--- src/rtl/fetch_halt_pkg.sv ---
// Shared types and constants for the fetch/halt controller.
//   state_t         : controller FSM states
//   OP_W            : opcode field width; the field sits in the top OP_W bits
//                     of the instruction word
//   HALT_OP_DEFAULT : default opcode that stops execution
package fetch_halt_pkg;

    typedef enum logic [1:0] {
        ST_IDLE,
        ST_FETCH,
        ST_PAUSE,
        ST_HALTED
    } state_t;

    localparam int unsigned      OP_W            = 6;
    localparam logic [OP_W-1:0]  HALT_OP_DEFAULT = 6'h3F;

endpackage

--- src/rtl/fetch_halt_ctrl_if.sv ---
// Instruction-memory fetch bus.
//   imem_addr  : fetch address (controller -> memory)
//   imem_rdata : fetched instruction word (memory -> controller)
//   imem_valid : imem_rdata is valid this cycle (memory -> controller)
// master = controller side, slave = memory side.
interface fetch_halt_ctrl_if #(
    parameter int unsigned DATA_W = 32,
    parameter int unsigned ADDR_W = 8
);
    logic [ADDR_W-1:0] imem_addr;
    logic [DATA_W-1:0] imem_rdata;
    logic              imem_valid;

    modport master (output imem_addr, input imem_rdata, input imem_valid);
    modport slave  (input imem_addr, output imem_rdata, output imem_valid);
endinterface

--- src/rtl/fetch_pc.sv ---
// Program counter register.
//   clk, rst : clock, synchronous active-high reset (pc -> 0)
//   clr      : load zero
//   inc      : advance by one, wrapping modulo 2^ADDR_W
//   pc       : current program counter
module fetch_pc #(
    parameter int unsigned ADDR_W = 8
) (
    input  logic              clk,
    input  logic              rst,
    input  logic              clr,
    input  logic              inc,
    output logic [ADDR_W-1:0] pc
);

    logic [ADDR_W-1:0] pc_q, pc_d;

    always_comb begin
        pc_d = pc_q;
        if (clr) begin
            pc_d = '0;
        end else if (inc) begin
            pc_d = pc_q + 1'b1;
        end
    end

    always_ff @(posedge clk) begin
        if (rst) begin
            pc_q <= '0;
        end else begin
            pc_q <= pc_d;
        end
    end

    assign pc = pc_q;

endmodule

--- src/rtl/fetch_halt_ctrl.sv ---
// Fetch / retire / halt controller.
//   clk, rst     : clock, synchronous active-high reset
//   start        : pulse, begin fetching from pc (IDLE only)
//   step_mode    : pause after each retired instruction
//   step         : pulse, release one instruction while paused
//   resume       : pulse, leave HALTED (pc cleared)
//   imem         : fetch bus (addr out, rdata/valid in)
//   pc           : program counter
//   instr        : last retired instruction
//   instr_valid  : one-cycle pulse per retired instruction
//   halted       : high while halted
//   halt_pc      : address of halt word or timed-out fetch
//   timeout_err  : halt was caused by fetch timeout (cleared by resume)
//   retired      : saturating retired-instruction count
module fetch_halt_ctrl
    import fetch_halt_pkg::*;
#(
    parameter int unsigned     DATA_W  = 32,
    parameter int unsigned     ADDR_W  = 8,
    parameter logic [OP_W-1:0] HALT_OP = HALT_OP_DEFAULT,
    parameter int unsigned     TIMEOUT = 16
) (
    input  logic               clk,
    input  logic               rst,
    input  logic               start,
    input  logic               step_mode,
    input  logic               step,
    input  logic               resume,
    fetch_halt_ctrl_if.master  imem,
    output logic [ADDR_W-1:0]  pc,
    output logic [DATA_W-1:0]  instr,
    output logic               instr_valid,
    output logic               halted,
    output logic [ADDR_W-1:0]  halt_pc,
    output logic               timeout_err,
    output logic [31:0]        retired
);

    localparam int unsigned         TCNT_W    = $clog2(TIMEOUT + 1);
    localparam logic [TCNT_W-1:0]   TCNT_LAST = TCNT_W'(TIMEOUT - 1);

    state_t             state_q, state_d;
    logic [TCNT_W-1:0]  tcnt_q, tcnt_d;
    logic [DATA_W-1:0]  instr_q, instr_d;
    logic               instr_valid_q, instr_valid_d;
    logic [ADDR_W-1:0]  halt_pc_q, halt_pc_d;
    logic               timeout_err_q, timeout_err_d;
    logic [31:0]        retired_q, retired_d;

    logic               is_halt_op;
    logic               retire;
    logic               halt_hit;
    logic               timeout_hit;
    logic               pc_clr;

    assign is_halt_op = (imem.imem_rdata[DATA_W-1 -: OP_W] == HALT_OP);

    fetch_pc #(.ADDR_W(ADDR_W)) u_pc (
        .clk (clk),
        .rst (rst),
        .clr (pc_clr),
        .inc (retire),
        .pc  (pc)
    );

    assign imem.imem_addr = pc;

    // State register
    always_ff @(posedge clk) begin
        if (rst) begin
            state_q <= ST_IDLE;
        end else begin
            state_q <= state_d;
        end
    end

    // Next state
    always_comb begin
        state_d = state_q;
        unique case (state_q)
            ST_IDLE:   if (start) state_d = ST_FETCH;
            ST_FETCH: begin
                if (halt_hit || timeout_hit) begin
                    state_d = ST_HALTED;
                end else if (retire && step_mode) begin
                    state_d = ST_PAUSE;
                end
            end
            ST_PAUSE:  if (step || !step_mode) state_d = ST_FETCH;
            ST_HALTED: if (resume) state_d = ST_IDLE;
            default:   state_d = ST_IDLE;
        endcase
    end

    // Outputs / per-cycle control decode
    always_comb begin
        retire      = (state_q == ST_FETCH) && imem.imem_valid && !is_halt_op;
        halt_hit    = (state_q == ST_FETCH) && imem.imem_valid && is_halt_op;
        timeout_hit = (state_q == ST_FETCH) && !imem.imem_valid && (tcnt_q == TCNT_LAST);
        pc_clr      = (state_q == ST_HALTED) && resume;
        halted      = (state_q == ST_HALTED);
    end

    // Datapath next values
    always_comb begin
        // Counter stays at zero outside FETCH so every FETCH entry starts fresh.
        tcnt_d = '0;
        if ((state_q == ST_FETCH) && !imem.imem_valid && !timeout_hit) begin
            tcnt_d = tcnt_q + 1'b1;
        end

        instr_d       = retire ? imem.imem_rdata : instr_q;
        instr_valid_d = retire;
        halt_pc_d     = (halt_hit || timeout_hit) ? pc : halt_pc_q;

        timeout_err_d = timeout_err_q;
        if (timeout_hit) begin
            timeout_err_d = 1'b1;
        end else if (pc_clr) begin
            timeout_err_d = 1'b0;
        end

        retired_d = retired_q;
        if (retire && (retired_q != '1)) begin
            retired_d = retired_q + 32'd1;
        end
    end

    always_ff @(posedge clk) begin
        if (rst) begin
            tcnt_q        <= '0;
            instr_q       <= '0;
            instr_valid_q <= 1'b0;
            halt_pc_q     <= '0;
            timeout_err_q <= 1'b0;
            retired_q     <= '0;
        end else begin
            tcnt_q        <= tcnt_d;
            instr_q       <= instr_d;
            instr_valid_q <= instr_valid_d;
            halt_pc_q     <= halt_pc_d;
            timeout_err_q <= timeout_err_d;
            retired_q     <= retired_d;
        end
    end

    assign instr       = instr_q;
    assign instr_valid = instr_valid_q;
    assign halt_pc     = halt_pc_q;
    assign timeout_err = timeout_err_q;
    assign retired     = retired_q;

endmodule

--- src/flat_wrapper.sv ---
// flat-port wrapper written by rule: the top's interface ports become plain ports
module fetch_halt_ctrl_flat import fetch_halt_pkg::*;
#(
    parameter int unsigned     DATA_W  = 32,
    parameter int unsigned     ADDR_W  = 8,
    parameter logic [OP_W-1:0] HALT_OP = HALT_OP_DEFAULT,
    parameter int unsigned     TIMEOUT = 16
)
  (clk, rst, start, step_mode, step, resume, pc, instr, instr_valid, halted, halt_pc, timeout_err, retired, imem_imem_addr, imem_imem_rdata, imem_imem_valid);
  fetch_halt_ctrl_if #(.DATA_W(DATA_W), .ADDR_W(ADDR_W)) imem_i ();
  input  logic clk;
  input  logic rst;
  input  logic start;
  input  logic step_mode;
  input  logic step;
  input  logic resume;
  output logic [ADDR_W-1:0] pc;
  output logic [DATA_W-1:0] instr;
  output logic instr_valid;
  output logic halted;
  output logic [ADDR_W-1:0] halt_pc;
  output logic timeout_err;
  output logic [31:0] retired;
  output wire logic [$bits(imem_i.imem_addr)-1:0] imem_imem_addr;
  input wire logic [$bits(imem_i.imem_rdata)-1:0] imem_imem_rdata;
  input wire logic [$bits(imem_i.imem_valid)-1:0] imem_imem_valid;
  assign imem_imem_addr = imem_i.imem_addr;
  assign imem_i.imem_rdata = imem_imem_rdata;
  assign imem_i.imem_valid = imem_imem_valid;
  fetch_halt_ctrl #(.DATA_W(DATA_W), .ADDR_W(ADDR_W), .HALT_OP(HALT_OP), .TIMEOUT(TIMEOUT)) u_core (.clk(clk), .rst(rst), .start(start), .step_mode(step_mode), .step(step), .resume(resume), .imem(imem_i), .pc(pc), .instr(instr), .instr_valid(instr_valid), .halted(halted), .halt_pc(halt_pc), .timeout_err(timeout_err), .retired(retired));
endmodule
--- config.mk ---
export PLATFORM = sky130hd
export DESIGN_NAME = fetch_halt_ctrl_flat
export DESIGN_NICKNAME = d
export VERILOG_FILES = /design/src/rtl/fetch_halt_pkg.sv /design/src/rtl/fetch_halt_ctrl_if.sv /design/src/rtl/fetch_pc.sv /design/src/rtl/fetch_halt_ctrl.sv /design/src/flat_wrapper.sv
export SDC_FILE = /design/constraint.sdc
export NUM_CORES = 1
export LEC_CHECK = 0
export BUFFER_PORTS_ARGS = -buffer_cell sky130_fd_sc_hd__buf_4
export CELL_PAD_IN_SITES_DETAIL_PLACEMENT = 2
export CELL_PAD_IN_SITES_GLOBAL_PLACEMENT = 2
export CORE_MARGIN = 2
export CORE_UTILIZATION = 29
export CTS_BUF_LIST = sky130_fd_sc_hd__clkbuf_8
export DETAILED_ROUTE_END_ITERATION = 7
export HOLD_SLACK_MARGIN = 0.15
export MAX_ROUTING_LAYER = met4
export PLACE_DENSITY_LB_ADDON = 0.1
export SLEW_MARGIN = 20
export SYNTH_ARGS = -nofsm -noshare
export SYNTH_HDL_FRONTEND = slang
export SYNTH_SLANG_ARGS = --single-unit
--- constraint.sdc ---
create_clock -name clk -period 2.59 [get_ports clk]
set_input_delay 0 -clock clk [delete_from_list [all_inputs] [get_ports clk]]
set_output_delay 0 -clock clk [all_outputs]
set_load 0.02 [all_outputs]
# [Yosys cells after proc, flatten, opt, wreduce, memory -nomap -nowiden]
# Cells that the tools add are included.
[word_totals] out_inout_bits=91 elab_cells=50 input_bits=39 register_bits=89
[classes] addsub=3 eq_ne=10 muxes=8 bitwise=1 reduce_logical=20
[ops] cell="$add 32x1->32 const B" n=1
[ops] cell="$ne 32x32->1 const B" n=1
[ops] cell="$mux 2" n=5
[ops] cell="$logic_and 1x1->1" n=9
[ops] cell="$add 8x1->8 const B" n=1
[ops] cell="$pmux 2 s4" n=1
[ops] cell="$eq 6x6->1 const B" n=1
[ops] cell="$add 5x1->5 const B" n=1
[ops] cell="$eq 5x4->1 const B" n=1
[ops] cell="$eq 2x2->1 const B" n=2
[ops] cell="$logic_not 1->1" n=4
[ops] cell="$ne 2x2->1 const B" n=2
[ops] cell="$reduce_and 4->1" n=1
[ops] cell="$reduce_or 2->1" n=2
[ops] cell="$ne 3x2->1 const B" n=1
[ops] cell="$eq 2x1->1 const B" n=1
[ops] cell="$logic_not 2->1" n=1
[ops] cell="$logic_or 1x1->1" n=2
[ops] cell="$mux 1" n=2
[ops] cell="$ne 2x1->1 const B" n=1
[ops] cell="$reduce_bool 2->1" n=1
[ops] cell="$not 1->1" n=1

# [Logic depth before layout (Yosys ltp)]
# Gate-level depths: netlist of the first run.
[logic_depth] word_depth=7 ltp_mapped=9 depth_no_buf=7

# [Modules after synthesis]
# A second synthesis of the first run with hierarchy kept.
[hier_totals] cells_unflattened=455 area_unflattened_um2=3890.0
[by_module_without_submodules] mod="fetch_halt_ctrl" cells_each=417 instances=1 area_per_inst_um2=3544.6 seq_area_each_um2=1621.6
[by_module_without_submodules] mod="fetch_pc" cells_each=38 instances=1 area_per_inst_um2=345.3 seq_area_each_um2=160.2

# [Worst setup path after synthesis of the first run]
# No wires, ideal clock.
[synth_timing] path_type="register to register" start="register u_core.retired_q[0], in the netlist u_core.retired[0]" end="register u_core.retired_q[28], in the netlist u_core.retired[28]" path_buffers=0 period_less_slack_ns=2.260 stages_incl_launch_ff=7 path_slack_ns=0.330 required_ns=2.469 arrival_time_ns=2.140 setup_ns=0.121 cell_sequence="dfxtp_1 -> ha_1 -> nand4_1 -> nor3_1 -> nand2_1 -> nor4_1 -> mux2_2"
[synth_between] elab_chain_len=2 elab_cells_between_ends=3 classes_between="add/sub: 1; eq/ne: 1; reduce/logical: 1"
[synth_lines] element="start: declaration" line_no="fetch_halt_ctrl.sv:48" rtl="logic [31:0] retired_q, retired_d;"
[synth_lines] element="start signal: assignment" line_no="fetch_halt_ctrl.sv:143" rtl="retired_q <= retired_d;"
[synth_lines] element="branches (longest 2 deep; another with $add 32x1->32)"
# Parallel ways; which one is timed is not known.
# A chain may end at the register's enable or synchronous reset.

# [Worst setup path in the final report of the first run]
[layout_timing] start="register u_core.retired_q[1], in the netlist u_core.retired[1]" end="register u_core.retired_q[28], in the netlist u_core.retired[28]"
# Same word-level chain as after synthesis.

==> impl_metrics.toml, run 1 <==
[logic_synthesis]
synth.cell_area_um2 = 3837
yosysWarningCount = 0
synth-seq-cells = 89
synth_edf_count = 0
syn_avg_cell_area_um2 = 8.342
netlist-cell-type-count = 43
async_reset_ff_frac = 0
ys.flop_type = "dfxtp_1"
synth_nets = 503
synth_cells = 460
ys_seq_area_frac = 0.4643

[detailed_routing]
ant_nets = 0
vias = 3946
dr.first_iter.drc_count = 116
via_per_inst = 4.920
drt_pass1_iterations = 4
wirelength_mm = 13.06
drcViolationCount = 0
wire_per_inst_um = 16.28

[global_route]
grt_pass1_vias = 4285
antenna_found_initial = 0
grt_overflow_total = 0
grtUsageTotal = 0.1955
grt_pass1_wl_mm = 21.73
grt_max_degree = 85

[hold_path]
hold_path_startpoint = "rst"
hold_path_class = "input port to flip-flop"

[setup_path]
critical_path.startpoint_type = "flip-flop"
worst_path_largest_cell_delay_ps = 430
cp_data_required_time_ps = 2860
cp_cell_sequence = "ha_1, nand4_1, nor3_2, nand2_1, nor4_1, mux2_2"
worstReg2RegStart = "u_core.retired[1]"
arrival_ps = 2510
worstSetupPathType = "flip-flop to flip-flop"
crit_fanout = 7
crit_start = "u_core.retired[1]"
cp_slowest_cell = "dfxtp_1"
cp-end-kind = "flip-flop"

[sta]
worst_pin_slew_ps = 926.1
final-setup-viol-count = 0
period_needed_ps = 2246
max_freq_ghz = 0.4453
fin_setup_tns_ps = 0
fin_crit_sh = 0.8670
rsz0062_at_grt = "false"
final_hold_viol_count = 0
hold_slack_ps = 227.9
clock_skew_ps = 7.755
slew_headroom = 0.3826
slew_violations = 0

[die]
die-height_um = 119.0
fp.dieArea_um2 = 14170
die-width_um = 119.0
core_area_um2 = 13090
start_util = 0.2933
rows = 42
num_io_pins = 130

[layout]
fin_nets = 664
final_util = 0.4265
multi_input_area_um2 = 1832
n_antenna_cell = 0
mostFrequentLayoutCells = "buf_4 (140), dfxtp_1 (89), nand2_1 (75)"
regArea_um2 = 1782
fill_cells = 1457
final_common_cell = "buf_4"
area_delta_synth_final_pct = 45.42
layout-drive-gt1-share = 0.2716

[status]
status = "finished, final reports clean"

[clocking]
htreeDepth = 3
cts_tree = "done"
cts_buffers = 9
clk_pin_slew_worst_paths_ps = 90
postCtsSetupRepairBufs = 0
cts_sinks = 89
clk_path_buf_depth = 2
cts_root_buffer = "clkbuf_8"
clkLatencyLatePin_ps = 370

[pwr]
powerDensity_nw_per_um2 = 504.2
leakage_uw = 0.002195
irDropWorstVdd_mv = 0.2181

[placement]
gp_congestion = 0.7643
dp_hpwl_mm = 8.685
port_buffers = 129

[job]
drv_cap = 0
## Yosys cell counts, types with 2 or more instances
| library cell | n | area share |
|---|---|---|
| o31a_1 | 2 | 0.0046 |
| and3_1 | 3 | 0.0049 |
| or4_1 | 10 | 0.020 |
| dfxtp_1 | 89 | 0.46 |
| xnor2_1 | 4 | 0.0091 |
| or3_1 | 14 | 0.023 |
| inv_1 | 16 | 0.016 |
| nand2b_1 | 2 | 0.0033 |
| nand3_1 | 16 | 0.021 |
| o21ba_2 | 2 | 0.0052 |
| clkbuf_1 | 16 | 0.016 |
| buf_4 | 10 | 0.020 |
| buf_2 | 3 | 0.0039 |
| nor4_1 | 9 | 0.015 |
| nand4_1 | 9 | 0.015 |
| o31ai_1 | 9 | 0.018 |
| nor2_1 | 43 | 0.042 |
| mux2i_1 | 9 | 0.023 |
| nor2b_1 | 6 | 0.0098 |
| nand2_1 | 75 | 0.073 |
| ha_1 | 4 | 0.013 |
| nor3_1 | 8 | 0.010 |
| a21oi_1 | 55 | 0.072 |
| a31oi_1 | 3 | 0.0049 |
| mux2_2 | 6 | 0.018 |
| o21ai_0 | 13 | 0.017 |
| buf_6 | 3 | 0.0088 |
| xor2_1 | 6 | 0.014 |
## state kept, by name, summed over array words and instances, names as in the netlist
name / count
u_core.tcnt_q: 5
u_core.instr_valid: 1
u_core.retired: 32
u_core.halt_pc: 8
u_core.timeout_err: 1
u_core.instr: 32
u_core.u_pc.pc: 8
u_core.state_q: 2
## final cells by class
type,count,share of cell area
repair buffers,182,0.2637
inverters,16,0.01076
flip-flops and latches,89,0.3193
multi-input cells,323,0.3283
clock inverters,4,0.008969
well taps,176,0.03946
clock buffers,12,0.02960
## power breakdown
group | switching [µW] | total [µW] | internal, µW
sequential | 28.5 | 1430 | 1400
combinational | 185 | 345 | 160
clock | 516 | 1040 | 524
total | 730 | 2810 | 2080
## metrics by stage
stage	instances	total power, µW	worst slack (ps)	area (µm²)
5_1_grt	802	2955	80.41	5580
6_report	802	2814	344.5	5580
2_1_floorplan	460	1617	329.6	3837
4_1_cts	802	2856	125.2	5575
3_3_place_gp	744	1743	250.8	4940
3_5_place_dp	744	1753	127.2	4940
## logic make-up (layout without fill, tap and decap cells)
group	Yosys count	in the layout	share of synthesized area
buffers and inverters	48	214	0.06358
adders and majority gates	4	4	0.01304
xor gates and xnor gates	10	10	0.02282
muxes	15	15	0.04108
AOI/OAI and AO/OA	92	92	0.1412
and+or+nand+nor	202	202	0.2540
DFF	89	89	0.4643
## worst max-delay path, delay by kind of cell (launching register included)
kind                       cells  cell delay (ps)
and+or+nand+nor                4             1090
DFF                            1              430
muxes                          1              360
adders and majority gates      1              270
## what timing repair did
item | in CTS | in global routing
endpoints found under the hold margin | 48 | 0
setup endpoints to repair | 0 | 3
gates resized for setup | 0 | 1
hold buffers | 42 | 0
## worst paths after layout
check                                           to  slack (ps)  cells after the start
worst max-delay path            u_core.retired[28]         340                      6
worst min-delay path             u_core.retired[0]         230                      2
worst max register to register  u_core.retired[28]         340                      6
worst min register to register    u_core.tcnt_q[0]         460                      1
## per-layer routing
layer	global-route usage	part of all wire	vias up
met4	0.05208	0.0094	0
met3	0.05316	0.050	11
met5	-	0	-
li1	-	-	1915
met2	0.3470	0.52	86
met1	0.2156	0.42	1934
(Power assumes the default switching activity.)
==> run 2, diff against run 1 <==
MAX_ROUTING_LAYER = not set   (was met4)
RECOVER_POWER = 25   (was not set)
==> run 2 against run 1 <==
Non-clock buffer count unchanged. Critical path depth unchanged. Clock power about the same. Register-to-register slack is essentially flat. Via count decreased by 0.53%. Flip-flop and latch count is the same. Maximum frequency barely moved. Critical path type unchanged. Critical endpoint unchanged. Largest cell class unchanged. Largest power group unchanged.
==> impl_metrics.toml, run 2 (same netlist as run 1, synthesis figures left out) <==
[sta]
fin_crit_sh = 0.8663
worst_pin_slew_ps = 915.5
fin_setup_tns_ps = 0
max_freq_ghz = 0.4457
final-setup-viol-count = 0
period_needed_ps = 2244
final_hold_viol_count = 0
slew_violations = 0
clock_skew_ps = 7.699
rsz0062_at_grt = "false"
slew_headroom = 0.3897

[detailed_routing]
wire_per_inst_um = 16.20
via_per_inst = 4.894
drcViolationCount = 0
wirelength_mm = 13.00
wl_met3_um = 645
dr.first_iter.drc_count = 113
vias = 3925
ant_nets = 0
drt-met1-wl_mm = 5.455
top_layer = "met4"
drt_pass1_iterations = 4
wl_met2_mm = 6.772

[layout]
mostFrequentLayoutCells = "buf_4 (95), dfxtp_1 (89), nand2_1 (75)"
final_common_cell = "buf_4"
area_delta_synth_final_pct = 41.02
fill_cells = 1484
fin_nets = 664
final_util = 0.4136
layout-drive-gt1-share = 0.1997
n_antenna_cell = 0

[hold_path]
hold_path_class = "input port to flip-flop"

[global_route]
grt_max_degree = 85
grtUsageTotal = 0.1901
antenna_found_initial = 0
grt_overflow_total = 0
grt_pass1_wl_mm = 21.75
grt_pass1_vias = 4282

[die]
start_util = 0.2933
num_io_pins = 130
die-height_um = 119.0
core_area_um2 = 13090
fp.dieArea_um2 = 14170
rows = 42
die-width_um = 119.0

[setup_path]
worstSetupPathType = "flip-flop to flip-flop"
critical_path.startpoint_type = "flip-flop"
cp_slowest_cell = "dfxtp_1"
cp_cell_sequence = "ha_1, nand4_1, nor3_2, nand2_1, nor4_1, mux2_2"
arrival_ps = 2510
crit_fanout = 7
cp-end-kind = "flip-flop"
worst_path_largest_cell_delay_ps = 430
cp_data_required_time_ps = 2860

[pwr]
powerDensity_nw_per_um2 = 516.1
power_uw = 2793
irDropWorstVdd_mv = 0.2192
leakage_uw = 0.002005

[clocking]
cts_root_buffer = "clkbuf_8"
cts_tree = "done"
clk_pin_slew_worst_paths_ps = 90
cts_sinks = 89
htreeDepth = 3
postCtsSetupRepairBufs = 0
cts_buffers = 9
clkLatencyLatePin_ps = 370
clk_path_buf_depth = 2

[job]
drv_cap = 0

[placement]
port_buffers = 129
dp_hpwl_mm = 8.685
gp_congestion = 0.7545

[status]
status = "finished, final reports clean"
run 2: worst max-delay path, delay by kind of cell, from the launching register on:
family	cells	cell delay, ps
and+or+nand+nor	4	1090
DFF	1	430
muxes	1	360
adders and majority gates	1	260
run 2: final timing paths:
check	from	endpoint	slack (ps)	cells after the start
setup reg to reg	u_core.retired[0]	u_core.retired[28]	350	6
setup / recovery	u_core.retired[0]	u_core.retired[28]	350	6
hold reg to reg	u_core.tcnt_q[0]	u_core.tcnt_q[0]	460	1
hold / removal	rst	u_core.retired[0]	230	2
run 2: per-layer routing:
| layer | up-vias | global-route usage |
|---|---|---|
| met2 | 81 | 0.3473 |
| li1 | 1917 | - |
| met3 | 9 | 0.05651 |
| met1 | 1918 | 0.2132 |
| met4 | 0 | 0.05208 |
| met5 | - | 0 |
run 2: report_power, final:
group,leakage [µW],internal (µW),total [µW],switching (µW)
sequential,0.000720,1400,1430,27.5
combinational,0.00118,139,325,186
clock,0.000105,524,1040,516
total,0.00201,2060,2790,730
run 2: timing repair:
action	in CTS	in global routing
hold endpoints to repair	48	0
hold buffers	42	0
gates resized for setup	0	1
endpoints found under the setup margin	0	3
run 2: final cells by class:
| class | count | area [µm²] | area share |
|---|---|---|---|
| clock buffer | 12 | 165.2 | 0.03052 |
| clock inverter | 4 | 50.05 | 0.009249 |
| inverter | 16 | 60.06 | 0.01110 |
| multi-input combinational | 323 | 1832 | 0.3385 |
| sequential | 89 | 1782 | 0.3292 |
| tap | 176 | 220.2 | 0.04069 |
| timing repair buffer | 182 | 1303 | 0.2407 |
run 2: through the flow:
step	std cells	instance area, µm²	hold slack [ps]	worst slack (ps)
after floorplan	460	3837	136.0	329.6
after global placement	744	4940	247.2	250.8
after detailed placement	744	4940	258.5	127.2
after CTS	802	5575	233.0	125.2
after global routing	802	5411	269.9	80.37
final	802	5411	225.3	346.4
